===== src/rtl/mem_access_unit.sv =====
// Memory stage: turns execute-stage load/store requests into single-outstanding
// req/ack bus accesses, with byte-lane steering and load data formatting.
module mem_access_unit #(
  parameter int unsigned TIMEOUT = 16,
  parameter int unsigned CNT_W   = 5
) (
  input  logic        clk,
  input  logic        rst_n,
  input  logic        ex2mem_mem_en_i,
  input  logic        ex2mem_we_i,
  input  logic [2:0]  ex2mem_funct3_i,
  input  logic [31:0] ex2mem_addr_i,
  input  logic [31:0] ex2mem_data_i,
  input  logic [4:0]  ex2mem_rd_i,
  output logic        mem2bus_req_o,
  output logic        mem2bus_we_o,
  output logic [31:0] mem2bus_addr_o,
  output logic [3:0]  mem2bus_be_o,
  output logic [31:0] mem2bus_wdata_o,
  input  logic        bus2mem_ack_i,
  input  logic [31:0] bus2mem_rdata_i,
  output logic        mem2cu_stall_o,
  output logic        mem2cu_misalign_o,
  output logic        mem2cu_err_o,
  output logic        mem2regs_wb_en_o,
  output logic [4:0]  mem2regs_rd_addr_o,
  output logic [31:0] mem2regs_rd_data_o
);

  typedef enum logic [1:0] {S_IDLE = 2'd0, S_REQ = 2'd1, S_WB = 2'd2} state_t;

  state_t           r_state, w_next;
  logic [31:0]      r_addr, r_data, r_rd_data;
  logic             r_we;
  logic [2:0]       r_funct3;
  logic [4:0]       r_rd, r_rd_addr;
  logic [CNT_W-1:0] r_cnt;
  logic             r_misalign, r_err, r_wb_en;

  logic        w_open, w_legal, w_aligned, w_accept, w_misalign;
  logic        w_in_req, w_timeout, w_ld_ack;
  logic [7:0]  w_byte;
  logic [15:0] w_half;
  logic [31:0] w_ld_data;

  assign w_open    = (r_state == S_IDLE) || (r_state == S_WB);
  assign w_in_req  = (r_state == S_REQ);
  assign w_timeout = !bus2mem_ack_i && (r_cnt == CNT_W'(TIMEOUT - 1));
  assign w_ld_ack  = w_in_req && bus2mem_ack_i && !r_we;

  always_comb begin
    w_legal   = 1'b0;
    w_aligned = 1'b0;
    if (ex2mem_we_i)
      w_legal = !ex2mem_funct3_i[2] && (ex2mem_funct3_i[1:0] != 2'b11);
    else
      w_legal = (ex2mem_funct3_i[1:0] != 2'b11) && !(ex2mem_funct3_i[2] && ex2mem_funct3_i[1]);
    case (ex2mem_funct3_i[1:0])
      2'b00:   w_aligned = 1'b1;
      2'b01:   w_aligned = !ex2mem_addr_i[0];
      2'b10:   w_aligned = (ex2mem_addr_i[1:0] == 2'b00);
      default: w_aligned = 1'b0;
    endcase
  end

  // Misalignment is only reported for ops that would otherwise be legal.
  assign w_accept   = w_open && ex2mem_mem_en_i && w_legal && w_aligned;
  assign w_misalign = w_open && ex2mem_mem_en_i && w_legal && !w_aligned;

  always_comb begin
    w_byte = 8'h00;
    case (r_addr[1:0])
      2'b00: w_byte = bus2mem_rdata_i[7:0];
      2'b01: w_byte = bus2mem_rdata_i[15:8];
      2'b10: w_byte = bus2mem_rdata_i[23:16];
      2'b11: w_byte = bus2mem_rdata_i[31:24];
      default: w_byte = 8'h00;
    endcase
    w_half = r_addr[1] ? bus2mem_rdata_i[31:16] : bus2mem_rdata_i[15:0];
    case (r_funct3)
      3'b000:  w_ld_data = {{24{w_byte[7]}}, w_byte};
      3'b001:  w_ld_data = {{16{w_half[15]}}, w_half};
      3'b100:  w_ld_data = {24'h000000, w_byte};
      3'b101:  w_ld_data = {16'h0000, w_half};
      default: w_ld_data = bus2mem_rdata_i;
    endcase
  end

  always_ff @(posedge clk or negedge rst_n) begin
    if (!rst_n) r_state <= S_IDLE;
    else        r_state <= w_next;
  end

  always_comb begin
    w_next = r_state;
    case (r_state)
      S_IDLE, S_WB: w_next = w_accept ? S_REQ : S_IDLE;
      S_REQ: begin
        if (bus2mem_ack_i) w_next = r_we ? S_IDLE : S_WB;
        else if (w_timeout) w_next = S_IDLE;
      end
      default: w_next = S_IDLE;
    endcase
  end

  always_ff @(posedge clk or negedge rst_n) begin
    if (!rst_n) begin
      r_addr     <= '0;
      r_data     <= '0;
      r_we       <= 1'b0;
      r_funct3   <= '0;
      r_rd       <= '0;
      r_cnt      <= '0;
      r_misalign <= 1'b0;
      r_err      <= 1'b0;
      r_wb_en    <= 1'b0;
      r_rd_addr  <= '0;
      r_rd_data  <= '0;
    end else begin
      if (w_accept) begin
        r_addr   <= ex2mem_addr_i;
        r_data   <= ex2mem_data_i;
        r_we     <= ex2mem_we_i;
        r_funct3 <= ex2mem_funct3_i;
        r_rd     <= ex2mem_rd_i;
        r_cnt    <= '0;
      end else if (w_in_req && !bus2mem_ack_i) begin
        r_cnt <= r_cnt + CNT_W'(1);
      end
      r_misalign <= w_misalign;
      r_err      <= w_in_req && w_timeout;
      r_wb_en    <= w_ld_ack && (r_rd != 5'd0);
      if (w_ld_ack) begin
        r_rd_addr <= r_rd;
        r_rd_data <= w_ld_data;
      end
    end
  end

  // Bus fields are gated by REQ so they read zero outside an access.
  always_comb begin
    mem2bus_req_o   = 1'b0;
    mem2bus_we_o    = 1'b0;
    mem2bus_addr_o  = '0;
    mem2bus_be_o    = '0;
    mem2bus_wdata_o = '0;
    if (w_in_req) begin
      mem2bus_req_o  = 1'b1;
      mem2bus_we_o   = r_we;
      mem2bus_addr_o = {r_addr[31:2], 2'b00};
      case (r_funct3[1:0])
        2'b00: begin
          mem2bus_be_o    = 4'b0001 << r_addr[1:0];
          mem2bus_wdata_o = {4{r_data[7:0]}};
        end
        2'b01: begin
          mem2bus_be_o    = r_addr[1] ? 4'b1100 : 4'b0011;
          mem2bus_wdata_o = {2{r_data[15:0]}};
        end
        default: begin
          mem2bus_be_o    = 4'b1111;
          mem2bus_wdata_o = r_data;
        end
      endcase
    end
  end

  assign mem2cu_stall_o     = w_accept || (w_in_req && !bus2mem_ack_i);
  assign mem2cu_misalign_o  = r_misalign;
  assign mem2cu_err_o       = r_err;
  assign mem2regs_wb_en_o   = r_wb_en;
  assign mem2regs_rd_addr_o = r_rd_addr;
  assign mem2regs_rd_data_o = r_rd_data;

endmodule

===== config.mk =====
export PLATFORM = sky130hd
export DESIGN_NAME = mem_access_unit
export DESIGN_NICKNAME = d
export VERILOG_FILES = /design/src/rtl/mem_access_unit.sv
export SDC_FILE = /design/constraint.sdc
export NUM_CORES = 1
export LEC_CHECK = 0
export CAP_MARGIN = 40
export CORE_MARGIN = 2
export CORE_UTILIZATION = 45
export CTS_CLUSTER_DIAMETER = 60
export DETAILED_ROUTE_END_ITERATION = 10
export GPL_TIMING_DRIVEN = 0
export HOLD_SLACK_MARGIN = 0.06
export PLACE_DENSITY_LB_ADDON = 0.08
export SLEW_MARGIN = 20
export SYNTH_ARGS = -nofsm -noshare
export SYNTH_HDL_FRONTEND = slang
export SYNTH_SLANG_ARGS = --single-unit

===== constraint.sdc =====
create_clock -name clk -period 2.2 [get_ports clk]
set_input_delay 0.44 -clock clk [delete_from_list [all_inputs] [get_ports clk]]
set_output_delay 0.44 -clock clk [all_outputs]
set_load 0.02 [all_outputs]

Word-level counts from Yosys, hierarchy flattened
Index checks and enable logic that the tools add are counted.
{ "totals": {"regBits": 120, "inputBits": 109, "out_inout_bits": 111, "wordCells": 78} }
{ "classes": {"addsub": 1, "n_eq_ne": 14, "n_shift": 1, "muxes": 20, "n_reduce_logical": 30} }
{ "op_table": {"columns": ["operator", "count"], "rows": [
  ["$pmux W32 S4", 1],
  ["$mux W32", 2],
  ["$pmux W32 S2", 1],
  ["$pmux W8 S4", 1],
  ["$mux W16", 1],
  ["$logic_and A1 B1 Y1", 13],
  ["$logic_not A2 Y1", 5],
  ["$mux W5", 2],
  ["$eq A2 B1 Y1 const B", 4],
  ["$eq A2 B2 Y1 const B", 4],
  ["$mux W4", 2],
  ["$pmux W4 S2", 1],
  ["$eq A3 B3 Y1 const B", 2],
  ["$logic_not A1 Y1", 6],
  ["$mux W2", 3],
  ["$add A5 B1 Y5 const B", 1],
  ["$eq A5 B4 Y1 const B", 1],
  ["$reduce_bool A5 Y1", 1],
  ["$mux W1", 4],
  ["$pmux W2 S2", 1],
  ["$shl A1 B2 Y4 const A", 1],
  ["$eq A3 B1 Y1 const B", 1],
  ["$logic_not A3 Y1", 1],
  ["$ne A3 B2 Y1 const B", 1],
  ["5 further kinds", 6]
]} }

Depth between registers and ports, before layout
{ "logic_depth": {"depth_word": 8, "mapped_depth": 8, "mapped_depth_nobuf": 7} }

Worst setup path before layout
OpenSTA, ideal clock, no wires.
{ "synth_timing": {"path_kind": "reg-to-output", "startpoint": "register r_funct3[0]", "endpoint": "output port mem2bus_wdata_o[10]", "arrival_time_ps": 1508, "slack_ps": 252, "path_stages_with_launch": 6, "cell_sequence": "dfrtp_1 buf_2 clkbuf_1 nor2_1 nand2_1 a21oi_1"} }
{ "synth_via": {"elab_chain_len": 3, "elab_cells_between_ends": 4, "classes_between": "eq/ne: 1; mux: 2; reduce/logical: 1"} }
{ "synth_lines": {"columns": ["item", "line_no", "rtl"], "rows": [
  ["start: declaration", "35", "logic [2:0] r_funct3;"],
  ["start signal: assignment", "124", "r_funct3 <= ex2mem_funct3_i;"],
  ["$eq A2 B1 Y1 / $logic_not A2 Y1 (equally long branches)", "151", "case (r_funct3[1:0])"],
  ["$pmux W32 S2 (*)", "151", null],
  ["$mux W32 (*)", "147", "if (w_in_req) begin"],
  ["end: declaration", "19", "output logic [31:0] mem2bus_wdata_o,"]
]} }
Mark *: on every way between the ends. The rest lies on a longest branch, timed or not.

Worst setup path in the final report
{ "layout_timing": {"startpoint": "register r_funct3[0]", "endpoint": "output port mem2bus_wdata_o[9]"} }
The elaborated chain is that of the path after synthesis.

==> results.json <==
{
  "drc": 0,
  "filler_cell_count": 921,
  "first_iter_violations": 244,
  "worst_slack_ns": -0.0120,
  "clock_latency_ns": 0.42,
  "period_minus_slack_ns": 2.21,
  "hold_viol": 0,
  "fin_crit_sh_pct": 101,
  "seq_area_mm2": 0.00301,
  "critPathKind": "register to output pin",
  "multi_input_area_mm2": 0.00277,
  "vias": 5168,
  "die_w_um": 119,
  "die_y_um": 119,
  "wirelength_mm": 17.5,
  "start_kind": "register",
  "synthDistinctLibCells": 45,
  "yosysSeqAreaShare_pct": 50.5,
  "ios": 220,
  "post_drt_wl_per_cell_um": 17.9,
  "maxCapViolations": 0,
  "yosysTopAreaCellShare_pct": 50.5,
  "grt_max_degree": 77,
  "ir_drop_mv": 0.564,
  "hpwlAfterDp_mm": 12.9,
  "first_global_vias": 5553,
  "core_area_mm2": 0.0128,
  "drt_first_pass_iters": 5,
  "die-area_mm2": 0.0141,
  "power_density_mw_per_mm2": 1140,
  "fin_nets": 904,
  "cp.arrival_ns": 1.77,
  "synth.most_common_cell": "dfrtp_1",
  "row_count": 41,
  "clk_pin_slew_ns": 0.06,
  "gr-usage-all-layers_pct": 25.6,
  "grt_setup_unrepaired": "yes",
  "ys.flop_type": "dfrtp_1",
  "critPathRequiredTime_ns": 1.76,
  "cts.path.max_buffers": 2,
  "outcome": "finished, violations left",
  "dpl_worst_slack_ns": -0.670,
  "synthCells": 542,
  "synthArstFlopShare_pct": 100,
  "avgSynthCellArea_um2": 11.0,
  "yosys-top-cells-count": "dfrtp_1, mux2_2, nor2_1, a21oi_1, and2_1",
  "yosysWarnings": 0,
  "viasPerCell": 5.28,
  "synth_top_area_cell": "dfrtp_1",
  "grt-ovfl-total": 0,
  "initial_utilization_pct": 46.5,
  "hold_path.class": "register to register",
  "max_freq_ghz": 0.452,
  "path_max_fanout": 6,
  "violations": "setup timing",
  "area_delta_synth_final_pct": 53.8,
  "slew_violations": 0,
  "grt_pass1_wl_mm": 28.3,
  "synth.area.top_cells": "dfrtp_1, mux2_2, and2_1, a21oi_1, nor2_1",
  "p_total_mw": 10.4,
  "antenna_found_initial": 0,
  "globalplace.congestion": 0.837,
  "synth_seq_cells": 120,
  "clock-sinks": 120,
  "cp-end-kind": "output pin",
  "num_antenna_cells": 0,
  "post-route-util_pct": 71.6,
  "drtAntennaViolNets": 0,
  "portBuffers": 217,
  "p_leak_nw": 3.95,
  "cts_tree": "yes",
  "cts_root_buf": "clkbuf_16",
  "drive_gt1_share_pct": 32.0,
  "cts_htree_levels": 4,
  "cts-buffers-inserted": 17,
  "synthesis.area_mm2": 0.00594,
  "setup_viol_count_final": 5,
  "synth_edf_count": 0,
  "skew_ns": 0.00642
}
==> path summary, 6_finish.rpt <==
check / start / to / slack (ns) / depth (start not counted)
hold reg to reg: mem2regs_rd_data_o[15] / mem2regs_rd_data_o[15] / 0.49 / 2
setup reg to reg: r_funct3[1] / mem2regs_rd_data_o[10] / 0.28 / 6
setup / recovery: r_funct3[0] / mem2bus_wdata_o[9] / -0.01 / 7
max in group asynchronous: rst_n / r_funct3[0] / 0.96 / 3
hold / removal: mem2regs_rd_data_o[15] / mem2regs_rd_data_o[15] / 0.49 / 2
min in group asynchronous: rst_n / mem2regs_rd_data_o[28] / 0.51 / 2
==> sequential cells by signal, indices dropped and copies added (netlist names), 2 cells and up <==
| name | cells |
|---|---|
| r_state | 2 |
| mem2regs_rd_addr_o | 5 |
| r_rd | 5 |
| r_funct3 | 3 |
| mem2regs_rd_data_o | 32 |
| r_addr | 32 |
| r_data | 32 |
| r_cnt | 5 |
==> worst max-delay path: stages (launching register included) <==
cell,delay [ns]
dfrtp_2,0.44
buf_6,0.14
clkbuf_16,0.15
nor2_4,0.14
buf_12,0.14
nand2_2,0.05
a21oi_2,0.14
buf_4,0.16
==> layer usage <==
metal	part of all wire (%)	up-vias	routed length (µm)	track usage, %
li1	-	2406	-	-
met1	41	2504	7110	31.0
met2	49	222	8590	41.8
met3	8.1	36	1420	8.96
met4	2.3	0	403	9.90
met5	0	-	0	0
==> logic make-up (layout without fill, tap and decap cells) <==
| logic type | Yosys count | after routing | synth area share [%] |
|---|---|---|---|
| flip-flops | 120 | 120 | 50.5 |
| adder cells (fa/ha/maj) | 2 | 2 | 0.421 |
| AND/OR/NAND/NOR | 171 | 171 | 14.4 |
| XOR/XNOR | 3 | 3 | 0.442 |
| AO/OA/AOI/OAI | 103 | 103 | 12.1 |
| other | 1 | 2 | 0.0631 |
| multiplexers | 94 | 94 | 17.4 |
| buffers and inverters | 48 | 311 | 4.71 |
==> repair_timing <==
action	4_1_cts	5_1_grt
pin swaps	3	2
buffers inserted	7	6
endpoints found under the hold margin	44	0
hold buffers	1	0
resized for setup	250	80
endpoints found under the setup margin	69	47
==> per-stage QoR <==
stage | std cells | setup TNS [ns] | instance area, µm² | hold WS (ns)
after floorplan | 543 | 0 | 5950 | 0.144
after global placement | 932 | -491.86 | 8340 | 0.467
after detailed placement | 933 | -26.79 | 8360 | 0.395
after CTS | 972 | -0.413 | 9090 | 0.489
after global routing | 978 | -0.768 | 9140 | 0.504
final | 978 | -0.0326 | 9140 | 0.486
==> power by group <==
part | leakage [nW] | switching (mW) | total [mW] | internal [mW]
combinational | 2.24 | 2.02 | 4.13 | 2.11
clock | 0.279 | 0.985 | 2.75 | 1.77
sequential | 1.43 | 0.511 | 3.50 | 2.99
==> cell usage in the layout (no fill, tap or decap), drive strengths merged, types with 2 or more instances in the layout <==
cell,count
mux2i,19
o31ai,2
nor2b,4
conb,2
xor2,2
and2,42
nor2,60
a21oi,46
dfrtp,120
mux2,75
clkbuf,55
nor3,9
a32o,10
a211oi,15
dlygate4sd2,5
buf,64
clkdlybuf4s50,144
and3b,7
o22ai,3
o221a,7
clkinv,6
nand2,36
ha,2
inv,7
o21ai,15
nand2b,5
a31oi,2
clkinvlp,4
clkdlybuf4s15,22
bufinv,3
==> layout make-up <==
| class | count | share of cell area [%] |
|---|---|---|
| repair buffers | 232 | 23.7 |
| inverters | 7 | 0.328 |
| well taps | 172 | 2.35 |
| clock buffers | 19 | 4.73 |
| flip-flops and latches | 120 | 32.9 |
| multi-input cells | 375 | 30.2 |
| plain buffers | 40 | 4.05 |
| clock inverters | 13 | 1.68 |
(Power assumes the default switching activity.)
